[src/rtl/rsa_decrypt_core.sv]
// RSA decryption core: plain_out = cipher_in ^ d_in mod n_in.
// Constant-time right-to-left square-and-multiply over a bit-serial Blakley multiplier.
module rsa_decrypt_core #(
   parameter int W = 8
) (
   input  logic         clk,
   input  logic         reset,
   input  logic         start,
   input  logic [W-1:0] cipher_in,
   input  logic [W-1:0] d_in,
   input  logic [W-1:0] n_in,
   output logic         busy,
   output logic         done,
   output logic [W-1:0] plain_out,
   output logic         err
);

   localparam int CW = (W > 2) ? $clog2(W) : 1;

   typedef enum logic [2:0] {
      S_IDLE,
      S_CHECK,
      S_PRE,
      S_MUL_R,
      S_MUL_B,
      S_FINISH
   } state_t;

   state_t state_q, state_d;

   logic [W-1:0]  n_q, n_d;
   logic [W-1:0]  e_q, e_d;
   logic [W-1:0]  op_a_q, op_a_d;
   logic [W-1:0]  acc_q, acc_d;
   logic [W-1:0]  base_q, base_d;
   logic [W-1:0]  res_q, res_d;
   logic [W-1:0]  plain_q, plain_d;
   logic [CW-1:0] cnt_q, cnt_d;
   logic [CW-1:0] bit_q, bit_d;
   logic          bad_q, bad_d;
   logic          err_q, err_d;
   logic          done_q, done_d;

   logic [W-1:0]  op_b;
   logic [W:0]    n_ext;
   logic [W:0]    dbl;
   logic [W-1:0]  dbl_r;
   logic [W:0]    sum;
   logic [W-1:0]  step;
   logic          cnt_last;
   logic          bit_last;

   // One Blakley step: acc = 2*acc mod n, then add b mod n when the a bit is set.
   always_comb begin
      op_b  = (state_q == S_PRE) ? W'(1) : base_q;
      n_ext = {1'b0, n_q};
      dbl   = {acc_q, 1'b0};
      dbl_r = (dbl >= n_ext) ? W'(dbl - n_ext) : W'(dbl);
      sum   = {1'b0, dbl_r} + {1'b0, op_b};
      if (op_a_q[W-1]) begin
         step = (sum >= n_ext) ? W'(sum - n_ext) : W'(sum);
      end else begin
         step = dbl_r;
      end
   end

   assign cnt_last = (cnt_q == CW'(W - 1));
   assign bit_last = (bit_q == CW'(W - 1));

   always_comb begin
      state_d = state_q;
      n_d     = n_q;
      e_d     = e_q;
      op_a_d  = op_a_q;
      acc_d   = acc_q;
      base_d  = base_q;
      res_d   = res_q;
      plain_d = plain_q;
      cnt_d   = cnt_q;
      bit_d   = bit_q;
      bad_d   = bad_q;
      err_d   = err_q;
      done_d  = 1'b0;

      unique case (state_q)
         S_IDLE: begin
            if (start) begin
               n_d     = n_in;
               e_d     = d_in;
               op_a_d  = cipher_in;
               state_d = S_CHECK;
            end
         end

         S_CHECK: begin
            err_d = 1'b0;
            cnt_d = '0;
            bit_d = '0;
            acc_d = '0;
            if (n_q < W'(2)) begin
               bad_d   = 1'b1;
               res_d   = '0;
               state_d = S_FINISH;
            end else begin
               bad_d   = 1'b0;
               res_d   = W'(1);
               state_d = S_PRE;
            end
         end

         S_PRE: begin
            acc_d  = step;
            op_a_d = op_a_q << 1;
            cnt_d  = cnt_q + CW'(1);
            if (cnt_last) begin
               base_d  = step;
               op_a_d  = res_q;
               acc_d   = '0;
               cnt_d   = '0;
               state_d = S_MUL_R;
            end
         end

         S_MUL_R: begin
            acc_d  = step;
            op_a_d = op_a_q << 1;
            cnt_d  = cnt_q + CW'(1);
            if (cnt_last) begin
               if (e_q[0]) begin
                  res_d = step;
               end
               op_a_d  = base_q;
               acc_d   = '0;
               cnt_d   = '0;
               state_d = S_MUL_B;
            end
         end

         S_MUL_B: begin
            acc_d  = step;
            op_a_d = op_a_q << 1;
            cnt_d  = cnt_q + CW'(1);
            if (cnt_last) begin
               base_d = step;
               e_d    = e_q >> 1;
               bit_d  = bit_q + CW'(1);
               op_a_d = res_q;
               acc_d  = '0;
               cnt_d  = '0;
               if (bit_last) begin
                  state_d = S_FINISH;
               end else begin
                  state_d = S_MUL_R;
               end
            end
         end

         S_FINISH: begin
            plain_d = res_q;
            err_d   = bad_q;
            done_d  = 1'b1;
            state_d = S_IDLE;
         end

         default: begin
            state_d = S_IDLE;
         end
      endcase
   end

   always_ff @(posedge clk or posedge reset) begin
      if (reset) begin
         state_q <= S_IDLE;
         n_q     <= '0;
         e_q     <= '0;
         op_a_q  <= '0;
         acc_q   <= '0;
         base_q  <= '0;
         res_q   <= '0;
         plain_q <= '0;
         cnt_q   <= '0;
         bit_q   <= '0;
         bad_q   <= 1'b0;
         err_q   <= 1'b0;
         done_q  <= 1'b0;
      end else begin
         state_q <= state_d;
         n_q     <= n_d;
         e_q     <= e_d;
         op_a_q  <= op_a_d;
         acc_q   <= acc_d;
         base_q  <= base_d;
         res_q   <= res_d;
         plain_q <= plain_d;
         cnt_q   <= cnt_d;
         bit_q   <= bit_d;
         bad_q   <= bad_d;
         err_q   <= err_d;
         done_q  <= done_d;
      end
   end

   assign busy      = (state_q != S_IDLE);
   assign done      = done_q;
   assign plain_out = plain_q;
   assign err       = err_q;

endmodule

[config.mk]
export PLATFORM = sky130hd
export DESIGN_NAME = rsa_decrypt_core
export DESIGN_NICKNAME = d
export VERILOG_FILES = /design/src/rtl/rsa_decrypt_core.sv
export SDC_FILE = /design/constraint.sdc
export NUM_CORES = 1
export LEC_CHECK = 0
export ABC_AREA = 1
export CAP_MARGIN = 20
export CORE_ASPECT_RATIO = 0.9
export CORE_UTILIZATION = 61
export DETAILED_ROUTE_END_ITERATION = 8
export GPL_TIMING_DRIVEN = 0
export PLACE_DENSITY = 0.83
export SYNTH_ARGS = -nofsm -noshare
export SYNTH_HDL_FRONTEND = slang
export SYNTH_SLANG_ARGS = --single-unit
[constraint.sdc]
create_clock -name clk -period 10.5 [get_ports clk]
set_input_delay 2.625 -clock clk [delete_from_list [all_inputs] [get_ports clk]]
set_output_delay 2.625 -clock clk [all_outputs]
set_load 0.02 [all_outputs]
==> results of run 1 <==
==> state kept, by name, summed over array words and instances, names as in the netlist, 3 cells and up <==
signal	flops
cnt_q	3
state_q	3
acc_q	8
res_q	8
plain_out	8
base_q	8
bit_q	3
op_a_q	8
e_q	8
n_q	8
==> stage by stage <==
stage | setup slack, ps | utilization, % | instance area, µm² | hold slack [ps]
finish | 5840 | 74.4 | 5380 | 473
global route | 5510 | 74.4 | 5380 | 499
CTS | 5860 | 74.4 | 5380 | 475
detailed placement | 6010 | 71.4 | 5160 | 458
global placement | 5040 | 71.4 | 5160 | 456
floorplan | 6160 | - | 4680 | 443
==> worst min-delay path by stage <==
| stage | endpoint | slack (ps) | depth (start not counted) |
|---|---|---|---|
| after floorplan | err | 440 | 2 |
| after global placement | plain_out[7] | 460 | 2 |
| after detailed placement | plain_out[0] | 460 | 2 |
| after CTS | plain_out[0] | 480 | 2 |
| after global routing | plain_out[2] | 500 | 2 |
| final | plain_out[0] | 470 | 2 |
==> metal layers <==
| layer | share of wire, % | GRT usage [%] | vias to the layer above |
|---|---|---|---|
| met3 | 7.2 | 6.54 | 25 |
| met4 | 1.7 | 9.79 | 0 |
| met5 | 0 | 0 | - |
| met1 | 44 | 44.6 | 2085 |
| li1 | - | - | 2183 |
| met2 | 47 | 51.8 | 161 |
==> cell families after synthesis <==
logic type | count (synthesis) | synth area share (%)
adder cells (fa/ha/maj) | 32 | 9.04
buffers and inverters | 100 | 8.56
AO/OA/AOI/OAI | 61 | 7.97
XOR/XNOR | 11 | 2.06
AND/OR/NAND/NOR | 380 | 36.0
flip-flops | 68 | 36.4
==> power by group through the flow <==
stage / Sequential [mW] / Combinational (mW) / Clock, mW
after CTS: 0.418 / 1.29 / 0.242
after floorplan: 0.409 / 0.984 / 0
after detailed placement: 0.422 / 1.28 / 0
after global placement: 0.418 / 1.24 / 0
final: 0.419 / 1.31 / 0.240
after global routing: 0.429 / 1.47 / 0.253
==> synth_stat cells <==
cell type  count  area (µm²)
nand2_1      236         886
inv_1         76         285
nand3_1       69         345
dfrtp_1       68        1700
nor2_1        39         146
ha_1          29         363
a21oi_1       18        90.1
a31oi_1       14        87.6
inv_2         10        37.5
o21ai_1       10        50.1
xor2_1         8        70.1
nand3b_1       7        52.6
clkbuf_1       6        22.5
nand2_2        6        37.5
nand4_1        6        37.5
o21ai_0        5        25.0
nor2_2         4        25.0
nor2_4         4        45.0
fa_1           3        60.1
xnor2_1        3        26.3
a21oi_2        2        17.5
a22o_1         2        17.5
buf_2          2        10.0
buf_4          2        15.0
buf_6          2        22.5
nand3_2        2        20.0
nor2_8         2        40.0
o211ai_2       2        25.0
o21a_1         2        15.0
o22ai_1        2        12.5
a21o_1         1        7.51
and2_1         1        6.26
buf_1          1        3.75
clkinv_1       1        3.75
nand2_4        1        11.3
nand4_4        1        21.3
nor3_1         1        5.00
o21ai_2        1        8.76
o21bai_1       1        7.51
o221ai_1       1        8.76
or2_0          1        6.26
==> cell usage in the layout, fill, tap and decap left out, types with 2 or more instances in the layout <==
master           count
nand3_1             69
nand3_2              2
a21oi_2              2
o21ai_0              5
o21a_1               2
xnor2_1              3
a31oi_1             14
a22o_1               2
buf_2                2
buf_6                2
nand2_2              6
clkbuf_8             9
dfrtp_1             68
nor2_2               4
bufinv_16            2
nor2_4               4
ha_1                29
clkdlybuf4s50_1     36
nand4_1              6
clkinvlp_4           2
inv_1               75
nor2_8               2
nor2_1              39
buf_4                2
clkbuf_1             7
o21ai_1             10
o211ai_2             2
o22ai_1              2
fa_1                 3
a21oi_1             18
nand3b_1             7
xor2_1               8
inv_2               10
nand2_1            236
==> critical path, cell delays in order (launching register included) <==
cell	delay (ps)
dfrtp_1	460
nor2_2	200
inv_2	70
nor2_4	260
inv_1	130
clkdlybuf4s50_1	560
==> layout make-up <==
type | instances | area, µm²
Tap cell | 93 | 116
Buffer | 13 | 73.8
Timing Repair Buffer | 36 | 360
Multi-Input combinational cell | 484 | 2580
Inverter | 87 | 329
Clock inverter | 6 | 88.8
Clock buffer | 10 | 128
Sequential cell | 68 | 1700
Fill cell | 578 | 1850
==> impl_metrics.csv, run 1 <==
group,metric,value,unit
worst_setup_path,reg2reg_from,"n_q[1]",
floorplanning,fp.dieW,94.3,µm
cts,cts.repair.resized,0,
sta,setup_tns,0,ps
power,p_total,1.97,mW
detailed_routing,vias,4454,
global_route,grt_max_degree,69,
sta,hold_viol_final,0,
floorplanning,ios,38,
power,seq_power_share,21.3,%
power,peakVddDrop,0.181,mV
yosys,yosysWarnings,0,
global_route,grt_pass1_vias,4214,
cts,insertion_delay,360,ps
power,swShare,51.9,%
detailed_routing,viasPerCell,5.59,
worst_setup_path,crit_start,"state_q[1]",
worst_setup_path,end_kind,"output port",
cts,clkTransAtPathRegs,80,ps
detailed_routing,routed_wl,11900,µm
sta,timing.final.crit_period,4660,ps
worst_setup_path,crit_path_end,"busy",
sta,finalClockSkew,8.77,ps
floorplanning,core,7220,µm²
detailed_routing,drt_iter0_drc,313,
yosys,ys_seq_area_share,36.4,%
worst_setup_path,r2r_cells,26,
cts,clockBufferDepth,2,
flow_run,max_cap_violations,0,
placement,placed_cells,781,
final_layout,finalNonFillerCells,797,
sta,worst_slew_pin_slew,833,ps
worst_setup_path,crit_fanout,10,
placement,io_buffer_count,36,
global_route,grt.overflow.total,0,
sta,finalMaxSlewViolations,0,
detailed_routing,firstDrtPassIters,4,
floorplanning,num_rows,29,
detailed_routing,antenna_left,0,
floorplanning,die-height,85.1,µm
worst_setup_path,reg2reg_to,"base_q[3]",
worst_setup_path,critPathRequiredTime,7880,ps
min_path,hold_path_startpoint,"plain_out[0]",
final_layout,antenna_cells,0,
yosys,syn_area,4680,µm²
global_route,grt_antenna_before_repair,0,
cts,cts_tree,"done",
cts,root_buffer,"clkbuf_8",
placement,place.gp.congestion,0.894,
worst_setup_path,critPathLaunchType,"register",
cts,holdBufCountCts,0,
final_layout,area_growth,14.9,%
cts,htreeDepth,3,
min_path,hp-class,"reg -> reg",
yosys,ys_types,41,
cts,post_cts_buffers,0,
power,leakagePower,2.94,nW
power,p_clk_share,12.2,%
cts,cts_buffers,9,
global_route,grt_usage,32.5,%
placement,dp_hpwl,9130,µm
sta,setup-violations-final,0,
power,intPower,947,µW
floorplanning,start_util,64.8,%
outcome,status,"complete, no violations",
yosys,syn-num-nets,711,
yosys,synth-seq-cells,68,
worst_setup_path,regToRegSetupSlack,5930,ps
sta,fin_crit_sh,44.4,%
final_layout,final_nets,758,
cts,cts_sinks,68,
detailed_routing,wl_per_cell,14.9,µm
final_layout,drive_above_1_share,8.10,%
detailed_routing,drc,0,
yosys,syn_inst,652,
worst_setup_path,arrival,2030,ps
yosys,synth_area_per_cell,7.18,µm²
worst_setup_path,crit_type,"reg -> out",
floorplanning,dieArea,8030,µm²
sta,rsz0062_at_grt,"no",
power,pwr-share-comb,66.5,%
power,p_per_area,366,nW/µm²
global_route,grt_first_pass_wirelength,19900,µm
power,power.net_switching,1.02,mW
sta,fmax,0.215,GHz
sta,max_slew_margin,44.5,%
No activity file was read; power rests on OpenSTA's default activity.
==> run 2, diff against run 1 <==
--- a/config.mk
+++ b/config.mk
@@ -8,10 +8,10 @@
 export ABC_AREA = 1
 export CAP_MARGIN = 20
 export CORE_ASPECT_RATIO = 0.9
-export CORE_UTILIZATION = 61
+export CORE_UTILIZATION = 59
 export DETAILED_ROUTE_END_ITERATION = 8
 export GPL_TIMING_DRIVEN = 0
-export PLACE_DENSITY = 0.83
+export PLACE_DENSITY = 0.81
 export SYNTH_ARGS = -nofsm -noshare
 export SYNTH_HDL_FRONTEND = slang
 export SYNTH_SLANG_ARGS = --single-unit
==> constraint.sdc (replaced) <==
create_clock -name clk -period 4.4 [get_ports clk]
set_input_delay 1.1 -clock clk [delete_from_list [all_inputs] [get_ports clk]]
set_output_delay 1.1 -clock clk [all_outputs]
set_load 0.02 [all_outputs]
==> run 2 against run 1 <==
Against the previous run:
- utilization grew 0.73 points
- global-route usage shrank 0.93 points
- critical path depth grew 23
- sequential power grew 140%
- combinational power grew to 2.8 times the previous value
- design area grew 6.6%
- critical path type is now reg -> reg
==> impl_metrics.csv, run 2 (synthesis results as in run 1) <==
group,metric,value,unit
outcome,status,"complete, no violations",
final_layout,final_cell_mix,"nand2_1 (227), dfrtp_1 (68), inv_1 (67)",
worst_setup_path,cp.buffers_inverters,4,
cts,clockBufferDepth,2,
min_path,hp-class,"reg -> reg",
cts,cts_tree,"done",
detailed_routing,routed.top_layer,"met4",
worst_setup_path,worst_path_most_repeated_cell,"nand2_1",
min_path,hold_path_end,"plain_out[0]",
final_layout,multiInputGateArea,2840,µm²
global_route,grt_usage,31.6,%
flow_run,max_cap_violations,0,
detailed_routing,dr_wl_met3,773,µm
worst_setup_path,cp_top_family,"simple AND/OR/NAND/NOR gates",
worst_setup_path,end_kind,"register",
worst_setup_path,regToRegSetupSlack,160,ps
floorplanning,dieArea,8290,µm²
detailed_routing,routed_wl,12300,µm
worst_setup_path,slowest_delay,390,ps
final_layout,final_cell_area,5730,µm²
detailed_routing,antenna_left,0,
final_layout,antenna_cells,0,
final_layout,fillers,586,
min_path,min_path_cells,2,
sta,finalMaxSlewViolations,0,
placement,io_buffer_count,36,
min_path,hold_path_startpoint,"plain_out[0]",
detailed_routing,drt-met1-wl,5570,µm
sta,setup-violations-final,0,
final_layout,post-route-util,75.2,%
final_layout,drive_above_1_share,16.3,%
placement,place.gp.congestion,0.876,
floorplanning,num_rows,30,
power,leakagePower,3.01,nW
worst_setup_path,reg2reg_to,"base_q[2]",
sta,setup_tns,0,ps
detailed_routing,drt_iter0_drc,420,
global_route,grt_first_pass_wirelength,19700,µm
global_route,grt_pass1_vias,4215,
global_route,grt_antenna_before_repair,0,
sta,fmax,0.236,GHz
global_route,grt.overflow.total,0,
worst_setup_path,reg2reg_from,"n_q[6]",
detailed_routing,firstDrtPassIters,5,
worst_setup_path,critPathRequiredTime,4660,ps
global_route,grt_max_degree,69,
worst_setup_path,r2r_cells,28,
worst_setup_path,critPathLaunchType,"register",
detailed_routing,viasPerCell,5.63,
sta,hold_viol_final,0,
final_layout,area_growth,22.4,%
floorplanning,start_util,61.4,%
sta,finalClockSkew,8.37,ps
cts,htreeDepth,3,
cts,clkTransAtPathRegs,80,ps
cts,insertion_delay,370,ps
sta,timing.final.crit_period,4240,ps
worst_setup_path,crit_fanout,8,
worst_setup_path,arrival,4500,ps
floorplanning,die-height,86.5,µm
detailed_routing,drc,0,
detailed_routing,vias,4576,
placement,placed_cell_area,5160,µm²
floorplanning,ios,38,
sta,worst_slew_pin_slew,852,ps
final_layout,final_nets,771,
sta,fin_crit_sh,96.4,%
placement,dp_hpwl,9080,µm
final_layout,layout_commonest_cell,"nand2_1",
power,p_per_area,909,nW/µm²
cts,root_buffer,"clkbuf_8",
final_layout,register_area,1700,µm²
power,peakVddDrop,0.506,mV
detailed_routing,wl_met2,5690,µm
floorplanning,core,7620,µm²
sta,max_slew_margin,43.2,%
detailed_routing,wl_per_cell,15.1,µm
cts,holdBufCountCts,0,
cts,cts_sinks,68,
worst_setup_path,crit_type,"reg -> reg",
floorplanning,fp.dieW,95.9,µm
worst_setup_path,cp_slowest_cell,"dfrtp_1",
cts,cts_buffers,9,
## run 2: changes by cell type in the layout (fill, tap and decap cells not counted), moves of 8 or more
cell     before  now
ha_1         29   17
ha_4          0    9
inv_2        10   18
inv_1        75   67
buf_4         2   14
nand3_1      69   59
nand3_2       2   12
nand2_1     236  227
## run 2: area by class of cell
class                   instances  share of cell area, %
flip-flops and latches         68                   29.7
clock inverters                 7                   1.44
clock buffers                   9                   2.16
repair buffers                 49                   8.06
plain buffers                  13                   1.29
well taps                      96                   2.10
inverters                      87                   5.74
multi-input cells             484                   49.5
## run 2: layer usage
metal / GRT usage (%) / vias to the layer above
li1: - / 2218
met1: 44.9 / 2172
met2: 48.8 / 159
met3: 5.53 / 27
met4: 10.4 / 0
met5: 0 / -
## run 2: how the worst max path moves through the flow
stage / cells past startpoint / startpoint / end
floorplan: 26 / n_q[1] / acc_q[6]
global placement: 26 / n_q[1] / acc_q[6]
detailed placement: 27 / n_q[1] / acc_q[6]
CTS: 25 / n_q[6] / acc_q[6]
global route: 28 / n_q[6] / acc_q[2]
finish: 28 / n_q[6] / base_q[2]
## run 2: repair_timing
| item | 4_1_cts | 5_1_grt |
|---|---|---|
| gates resized for setup | 2 | 56 |
| endpoints found under the setup margin | 21 | 24 |
| cloned | 0 | 1 |
| pin swaps | 1 | 12 |
| buffers inserted | 1 | 11 |
## run 2: stage by stage
step	std cells	hold slack, ps	worst slack [ps]	total power [mW]
floorplan	652	443	595	3.32
global route	813	491	-50.4	5.66
finish	813	475	159	5.21
CTS	801	478	0.414	4.63
detailed placement	784	458	-109	4.04
global placement	784	457	-87.4	3.95
## run 2: worst register-to-register path: cells and delay by family (launching register included)
kind / cells / cell delay (ps)
compound gates: 2 / 290
buf+inv: 4 / 610
simple gates: 19 / 1990
fa+ha+maj: 3 / 840
flops: 1 / 390
## run 2: report_power, final
group / internal [mW] / switching, mW / leakage (nW)
sequential: 0.845 / 0.166 / 0.866
combinational: 1.40 / 2.24 / 2.04
clock: 0.272 / 0.289 / 0.0988
total: 2.51 / 2.69 / 3.01
